<file path="config.mk">
export PLATFORM = sky130hd
export DESIGN_NAME = vga_mono_tint_pipe
export DESIGN_NICKNAME = d
export VERILOG_FILES = /design/src/rtl/vga_mono_tint_pipe.sv
export SDC_FILE = /design/constraint.sdc
export NUM_CORES = 1
export LEC_CHECK = 0
export CORE_AREA = 2 2 97 99
export DETAILED_ROUTE_END_ITERATION = 8
export DIE_AREA = 0 0 99 101
export PLACE_DENSITY = 0.67
export SLEW_MARGIN = 20
export SYNTH_ARGS = -nofsm -noshare
export SYNTH_HDL_FRONTEND = slang
export SYNTH_SLANG_ARGS = --single-unit
export TNS_END_PERCENT = 100
</file>
<file path="constraint.sdc">
create_clock -name clk_vga -period 6.33 [get_ports clk_vga]
set_input_delay 0.633 -clock clk_vga [delete_from_list [all_inputs] [get_ports clk_vga]]
set_output_delay 0.633 -clock clk_vga [all_outputs]
set_load 0.005 [all_outputs]
</file>
<file path="src/rtl/vga_mono_tint_pipe.sv">
// Three-stage pipeline: BT.709 luma, frame-synchronous tint mode and truncation to DAC width.
// Optional ordered 2x2 dither before truncation when MONO_DITHER_EN is defined.
module vga_mono_tint_pipe #(
   parameter int   IN_W   = 6,
   parameter int   OUT_W  = 3,
   parameter logic HS_POL = 1'b0,
   parameter logic VS_POL = 1'b0
) (
   input  logic             clk_vga,
   input  logic             rst,
   input  logic [IN_W-1:0]  r_in,
   input  logic [IN_W-1:0]  g_in,
   input  logic [IN_W-1:0]  b_in,
   input  logic             hsync_in,
   input  logic             vsync_in,
   input  logic             de_in,
   input  logic [1:0]       mode_in,
   output logic [OUT_W-1:0] r_out,
   output logic [OUT_W-1:0] g_out,
   output logic [OUT_W-1:0] b_out,
   output logic             hsync_out,
   output logic             vsync_out,
   output logic             de_out,
   output logic [1:0]       mode_active
);

   localparam int   D       = IN_W - OUT_W;
   localparam logic HS_IDLE = ~HS_POL;
   localparam logic VS_IDLE = ~VS_POL;

   logic            vs_prev_q, vs_prev_d;
   logic [1:0]      mode_active_q, mode_active_d;
   logic            vs_edge;

   logic [IN_W-1:0] r1_q, g1_q, b1_q, r1_d, g1_d, b1_d;
   logic            hs1_q, vs1_q, de1_q, hs1_d, vs1_d, de1_d;
   logic [1:0]      mode1_q, mode1_d;

   logic [IN_W-1:0] r2_q, g2_q, b2_q, y2_q, r2_d, g2_d, b2_d, y2_d;
   logic            hs2_q, vs2_q, de2_q, hs2_d, vs2_d, de2_d;
   logic [1:0]      mode2_q, mode2_d;

   logic [OUT_W-1:0] r3_q, g3_q, b3_q, r3_d, g3_d, b3_d;
   logic             hs3_q, vs3_q, de3_q, hs3_d, vs3_d, de3_d;

   logic [IN_W+7:0] pr, pg, pb, psum;
   logic [IN_W-1:0] t_r, t_g, t_b;

`ifdef MONO_DITHER_EN
   localparam int DSH = (D >= 2) ? D - 2 : 0;
   logic            xpar_q, ypar_q, de_prev_q, xpar_d, ypar_d, de_prev_d;
   logic            xp1_q, yp1_q, xp2_q, yp2_q, xp1_d, yp1_d, xp2_d, yp2_d;
   logic [1:0]      k;
   logic [IN_W-1:0] off;

   function automatic logic [OUT_W-1:0] quant(input logic [IN_W-1:0] v,
                                              input logic [IN_W-1:0] o);
      logic [IN_W:0] s;
      s = {1'b0, v} + {1'b0, o};
      if (s[IN_W]) s = {1'b0, {IN_W{1'b1}}};
      return OUT_W'(s >> D);
   endfunction
`else
   function automatic logic [OUT_W-1:0] quant(input logic [IN_W-1:0] v);
      return OUT_W'(v >> D);
   endfunction
`endif

   always_comb begin
      // the pixel entering S1 on the edge cycle already uses the new mode
      vs_edge       = (vsync_in == VS_POL) && (vs_prev_q != VS_POL);
      vs_prev_d     = vsync_in;
      mode_active_d = vs_edge ? mode_in : mode_active_q;

      r1_d = r_in;  g1_d = g_in;  b1_d = b_in;
      hs1_d = hsync_in;  vs1_d = vsync_in;  de1_d = de_in;
      mode1_d = mode_active_d;

      pr   = {8'd0, r1_q} * (IN_W+8)'(54);
      pg   = {8'd0, g1_q} * (IN_W+8)'(183);
      pb   = {8'd0, b1_q} * (IN_W+8)'(19);
      psum = pr + pg + pb;
      y2_d = IN_W'(psum >> 8);
      r2_d = r1_q;  g2_d = g1_q;  b2_d = b1_q;
      hs2_d = hs1_q;  vs2_d = vs1_q;  de2_d = de1_q;
      mode2_d = mode1_q;

      case (mode2_q)
         2'b01:   begin t_r = '0;   t_g = y2_q;      t_b = '0;   end
         2'b10:   begin t_r = y2_q; t_g = y2_q >> 1; t_b = '0;   end
         2'b11:   begin t_r = y2_q; t_g = y2_q;      t_b = y2_q; end
         default: begin t_r = r2_q; t_g = g2_q;      t_b = b2_q; end
      endcase

`ifdef MONO_DITHER_EN
      xpar_d    = de_in ? ~xpar_q : 1'b0;
      de_prev_d = de_in;
      if (vs_edge)                  ypar_d = 1'b0;
      else if (de_prev_q && !de_in) ypar_d = ~ypar_q;
      else                          ypar_d = ypar_q;
      xp1_d = xpar_q;  yp1_d = ypar_q;
      xp2_d = xp1_q;   yp2_d = yp1_q;

      case ({yp2_q, xp2_q})
         2'b01:   k = 2'd2;
         2'b10:   k = 2'd3;
         2'b11:   k = 2'd1;
         default: k = 2'd0;
      endcase
      off = '0;
      if (D >= 2) off = IN_W'(k) << DSH;

      r3_d = de2_q ? quant(t_r, off) : '0;
      g3_d = de2_q ? quant(t_g, off) : '0;
      b3_d = de2_q ? quant(t_b, off) : '0;
`else
      r3_d = de2_q ? quant(t_r) : '0;
      g3_d = de2_q ? quant(t_g) : '0;
      b3_d = de2_q ? quant(t_b) : '0;
`endif
      hs3_d = hs2_q;  vs3_d = vs2_q;  de3_d = de2_q;
   end

   always_ff @(posedge clk_vga or posedge rst) begin
      if (rst) begin
         vs_prev_q <= VS_IDLE;  mode_active_q <= 2'b00;
         r1_q <= '0;  g1_q <= '0;  b1_q <= '0;  mode1_q <= 2'b00;
         hs1_q <= HS_IDLE;  vs1_q <= VS_IDLE;  de1_q <= 1'b0;
         r2_q <= '0;  g2_q <= '0;  b2_q <= '0;  y2_q <= '0;  mode2_q <= 2'b00;
         hs2_q <= HS_IDLE;  vs2_q <= VS_IDLE;  de2_q <= 1'b0;
         r3_q <= '0;  g3_q <= '0;  b3_q <= '0;
         hs3_q <= HS_IDLE;  vs3_q <= VS_IDLE;  de3_q <= 1'b0;
`ifdef MONO_DITHER_EN
         xpar_q <= 1'b0;  ypar_q <= 1'b0;  de_prev_q <= 1'b0;
         xp1_q <= 1'b0;  yp1_q <= 1'b0;  xp2_q <= 1'b0;  yp2_q <= 1'b0;
`endif
      end else begin
         vs_prev_q <= vs_prev_d;  mode_active_q <= mode_active_d;
         r1_q <= r1_d;  g1_q <= g1_d;  b1_q <= b1_d;  mode1_q <= mode1_d;
         hs1_q <= hs1_d;  vs1_q <= vs1_d;  de1_q <= de1_d;
         r2_q <= r2_d;  g2_q <= g2_d;  b2_q <= b2_d;  y2_q <= y2_d;  mode2_q <= mode2_d;
         hs2_q <= hs2_d;  vs2_q <= vs2_d;  de2_q <= de2_d;
         r3_q <= r3_d;  g3_q <= g3_d;  b3_q <= b3_d;
         hs3_q <= hs3_d;  vs3_q <= vs3_d;  de3_q <= de3_d;
`ifdef MONO_DITHER_EN
         xpar_q <= xpar_d;  ypar_q <= ypar_d;  de_prev_q <= de_prev_d;
         xp1_q <= xp1_d;  yp1_q <= yp1_d;  xp2_q <= xp2_d;  yp2_q <= yp2_d;
`endif
      end
   end

   assign r_out       = r3_q;
   assign g_out       = g3_q;
   assign b_out       = b3_q;
   assign hsync_out   = hs3_q;
   assign vsync_out   = vs3_q;
   assign de_out      = de3_q;
   assign mode_active = mode_active_q;

endmodule

</file>
==> results of run 1 <==
-- Yosys cell counts, types with 2 or more instances --
library cell	n	area share (%)
sky130_fd_sc_hd__xnor2_1	6	1.3
sky130_fd_sc_hd__fa_1	44	23
sky130_fd_sc_hd__a21oi_1	6	0.77
sky130_fd_sc_hd__inv_1	101	9.7
sky130_fd_sc_hd__mux2_2	2	0.58
sky130_fd_sc_hd__nand2b_1	2	0.32
sky130_fd_sc_hd__o211ai_1	2	0.39
sky130_fd_sc_hd__and2_1	2	0.32
sky130_fd_sc_hd__dfstp_2	6	4.0
sky130_fd_sc_hd__mux2i_1	2	0.51
sky130_fd_sc_hd__o21ai_0	7	0.90
sky130_fd_sc_hd__nor2_1	7	0.67
sky130_fd_sc_hd__nand2_1	5	0.48
sky130_fd_sc_hd__dfrtp_1	46	30
sky130_fd_sc_hd__ha_1	62	20
sky130_fd_sc_hd__nor2b_1	6	0.96
sky130_fd_sc_hd__xor2_1	5	1.1
sky130_fd_sc_hd__a22oi_1	4	0.77
sky130_fd_sc_hd__or3_1	2	0.32
sky130_fd_sc_hd__nor3_1	3	0.39
sky130_fd_sc_hd__nand3_1	5	0.64
sky130_fd_sc_hd__a21boi_0	3	0.58
-- final cells by class --
| type | instances | area, µm² |
|---|---|---|
| repair buffers | 38 | 380.4 |
| flip-flops and latches | 52 | 1309 |
| multi-input cells | 188 | 2202 |
| fillers | 813 | 4456 |
| clock inverters | 2 | 38.79 |
| inverters | 101 | 380.4 |
| clock buffers | 6 | 72.57 |
| well taps | 111 | 138.9 |
-- stage by stage --
step                      setup slack [ns]  cell area [µm²]  utilization [%]  cells  hold slack [ns]
after global routing                0.4328             4522            50.37    498           0.3654
after global placement              0.7764             4409            49.11    490           0.3345
after floorplan                      1.032             3894                -    342           0.3312
after detailed placement            0.7241             4409            49.11    490           0.3355
final                               0.7123             4522            50.37    498           0.3514
after CTS                           0.6789             4521            50.36    498           0.3582
-- sequential cells by signal, summed over array words and instances (netlist names), 2 cells and up --
name and flops:
b1_q 6, g1_q 6, r1_q 6, b2_q 3, b_out 3, g2_q 3
g_out 3, r2_q 3, r_out 3, y2_q 3, mode1_q 2, mode2_q 2
-- per-layer routing --
metal	wire length [µm]	vias to the layer above	share of wire, %	track usage (%)
met1	3099	1201	44	20.64
met2	3683	39	52	26.56
met3	168	6	2.4	1.456
li1	-	1148	-	-
met4	74	0	1.1	4.004
met5	0	-	0	0
-- logic make-up after synthesis --
kind of cell	synth area share (%)
adders and majority gates	42.54
buffers and inverters	9.833
DFF	33.61
and+or+nand+nor	4.660
AOI/OAI and AO/OA	5.784
xor gates and xnor gates	2.474
muxes	1.093
-- how the worst min path moves through the flow --
stage	to	slack, ns	depth (start not counted)
finish	de2_q	0.35	0
global route	hs2_q	0.37	0
CTS	de2_q	0.36	0
detailed placement	de2_q	0.34	0
global placement	de2_q	0.33	0
floorplan	de2_q	0.33	0
-- report_power, final --
| part | switching, W | total [W] | internal, W | leakage (nW) |
|---|---|---|---|---|
| Sequential | 0.0000331 | 0.000408 | 0.000374 | 0.615 |
| Combinational | 0.000648 | 0.00119 | 0.000538 | 1.66 |
| Clock | 0.000104 | 0.000224 | 0.000119 | 0.0558 |
| Total | 0.000786 | 0.00182 | 0.00103 | 2.33 |
==> results by group, run 1 <==
Setup path
  • Total buffers and inverters traversed by the critical path: 2
  • FF-to-FF End: y2_q[4]
  • Critical path capture point type: flip-flop
  • Largest delay contributor family on the critical path: adder cells
  • Largest fanout of any net on the critical path: 4
  • Worst setup path startpoint: r1_q[0]
  • Startpoint Class: flip-flop
  • Total stage count of the critical path: 17
  • Delay of the slowest cell on the worst path: 0.54 ns
  • Register-to-Register Setup Slack: 0.71 ns
  • Last element of the critical path: y2_q[4]
  • Depth of the most critical reg-to-reg path: 17
  • Worst reg2reg startpoint: r1_q[0]
  • Critical path data arrival time: 5.81 ns
  • Type of the worst setup path: flip-flop to flip-flop
  • Worst EP required: 6.52 ns
  • Cells along the critical path: ha_1, ha_1, fa_1, ha_1, xnor2_1, fa_1, fa_1, inv_1, fa_1, fa_1, inv_1, ha_1, a211o_1, a31oi_2, nor3_1, or3_1, xor2_1
  • Slowest stage cell, crit path: sky130_fd_sc_hd__fa_1
  • Cell repeated most along the worst path: sky130_fd_sc_hd__fa_1

Synthesis
  • Most common flop cell mapped by yosys: sky130_fd_sc_hd__dfrtp_1
  • Post-synth EDFFs: 0
  • Number of distinct library cells after synthesis: 36
  • Proportion of register bits with asynchronous set or reset after synthesis: 100.0%
  • Cell area after synthesis: 0.003894 mm²
  • Number of storage elements in the synthesis netlist: 52
  • Syn_area_per_cell: 11.39 µm²
  • Portion of the post-synthesis area used by sequential elements: about a third
  • Synth Warn #: 0
  • Synth Net Count: 473
  • Cell count after synthesis: 342

STA
  • Actual slew at the worst max-slew pin: 0.8505 ns
  • Final hold violation count: 0
  • Count of final setup violators: 0
  • Worst clock skew: 0.005426 ns
  • Headroom to the max-slew limit: 43.23%
  • F_max: 0.1780 GHz
  • Setup_tns: 0 ns
  • Tmin final: 5.618 ns
  • RSZ-0062 raised after global routing: no
  • Final Max Tran Viols: 0
  • Period utilisation layout: 88.75%

CTS
  • Clk slew on worst S/H paths: ~0.09 ns
  • Clk Tree Root Cell: sky130_fd_sc_hd__clkbuf_8
  • Clk_lat worst skew: approximately 0.3 ns
  • Hold bufs inserted after CTS: 0
  • Maximum root-to-sink buffer count: 2
  • Number of CTS-inserted buffers: 5
  • Number of H-tree levels: 2
  • CTS tree: built
  • Clock sink total: 52
  • Setup Buffers After CTS: 0
  • Resized cells post-CTS: 0

Global route
  • Number of global-route vias before repair: 2459
  • Maximum number of pins on one net before global-route repair: 53
  • GR Util All Layers: 15.28%
  • Number of antenna violations at the first check in global routing: 0
  • First-pass GRT wire length: roughly 12 mm
  • Total global routing overflow: 0

Pwr
  • Worst voltage drop across the vdd grid: 0.0002068 V
  • Power Dens Cells: 401.9 mW/mm²
  • Leakage: 2.333 nW
  • Overall power after layout: 0.001817 W

Placement
  • Input/output buffers: 38
  • Detailed-placement wirelength estimate: approximately 6.3 mm
  • Final weighted congestion in routability-driven placement: 0.8697

Detailed routing
  • Vias/cell: 4.807
  • Post-route ant nets: 0
  • Number of DRC violations after detailed-routing iteration 0: 69
  • Average wire length per cell after detail routing: 14.11 µm
  • DRC: 0
  • First-pass iteration count of the detailed router: 4
  • Routed vias: between 2000 and 2500
  • Post-Route WL: 7.025 mm

Layout
  • Commonest cells after routing, fill and taps aside: sky130_fd_sc_hd__inv_1, sky130_fd_sc_hd__ha_1, sky130_fd_sc_hd__dfrtp_1
  • Area grow syn2layout: 16.13%
  • Most frequent standard cell in the layout excluding fill and tap cells: sky130_fd_sc_hd__inv_1
  • Antenna diode instance count: 0
  • Fraction of layout cells with a size suffix above 1: 4.910%
  • Net count reported at finish: slightly above 500

Die
  • Initial cell density of the core: 43.37%
  • Die Width: 99 µm
  • I/O pins: 39
  • Std cell rows: 35
  • Die outline area: 0.009999 mm²
  • Die height: a little over 100 µm
  • Placeable core region: roughly 0.0090 mm²

Status
  • Result of the run: complete, no violations

Flow run
  • Max-Cap Viols: 0

Worst hold path
  • Critical hold path startpoint: de1_q
  • Hold WC Path Type: flip-flop to flip-flop
(Power assumes the default switching activity.)
==> run 2: changes to the inputs <==
- TNS_END_PERCENT: 100 -> not set
==> results of run 2 <==
The final DEF is identical to that of run 1; final timing and power are the same.
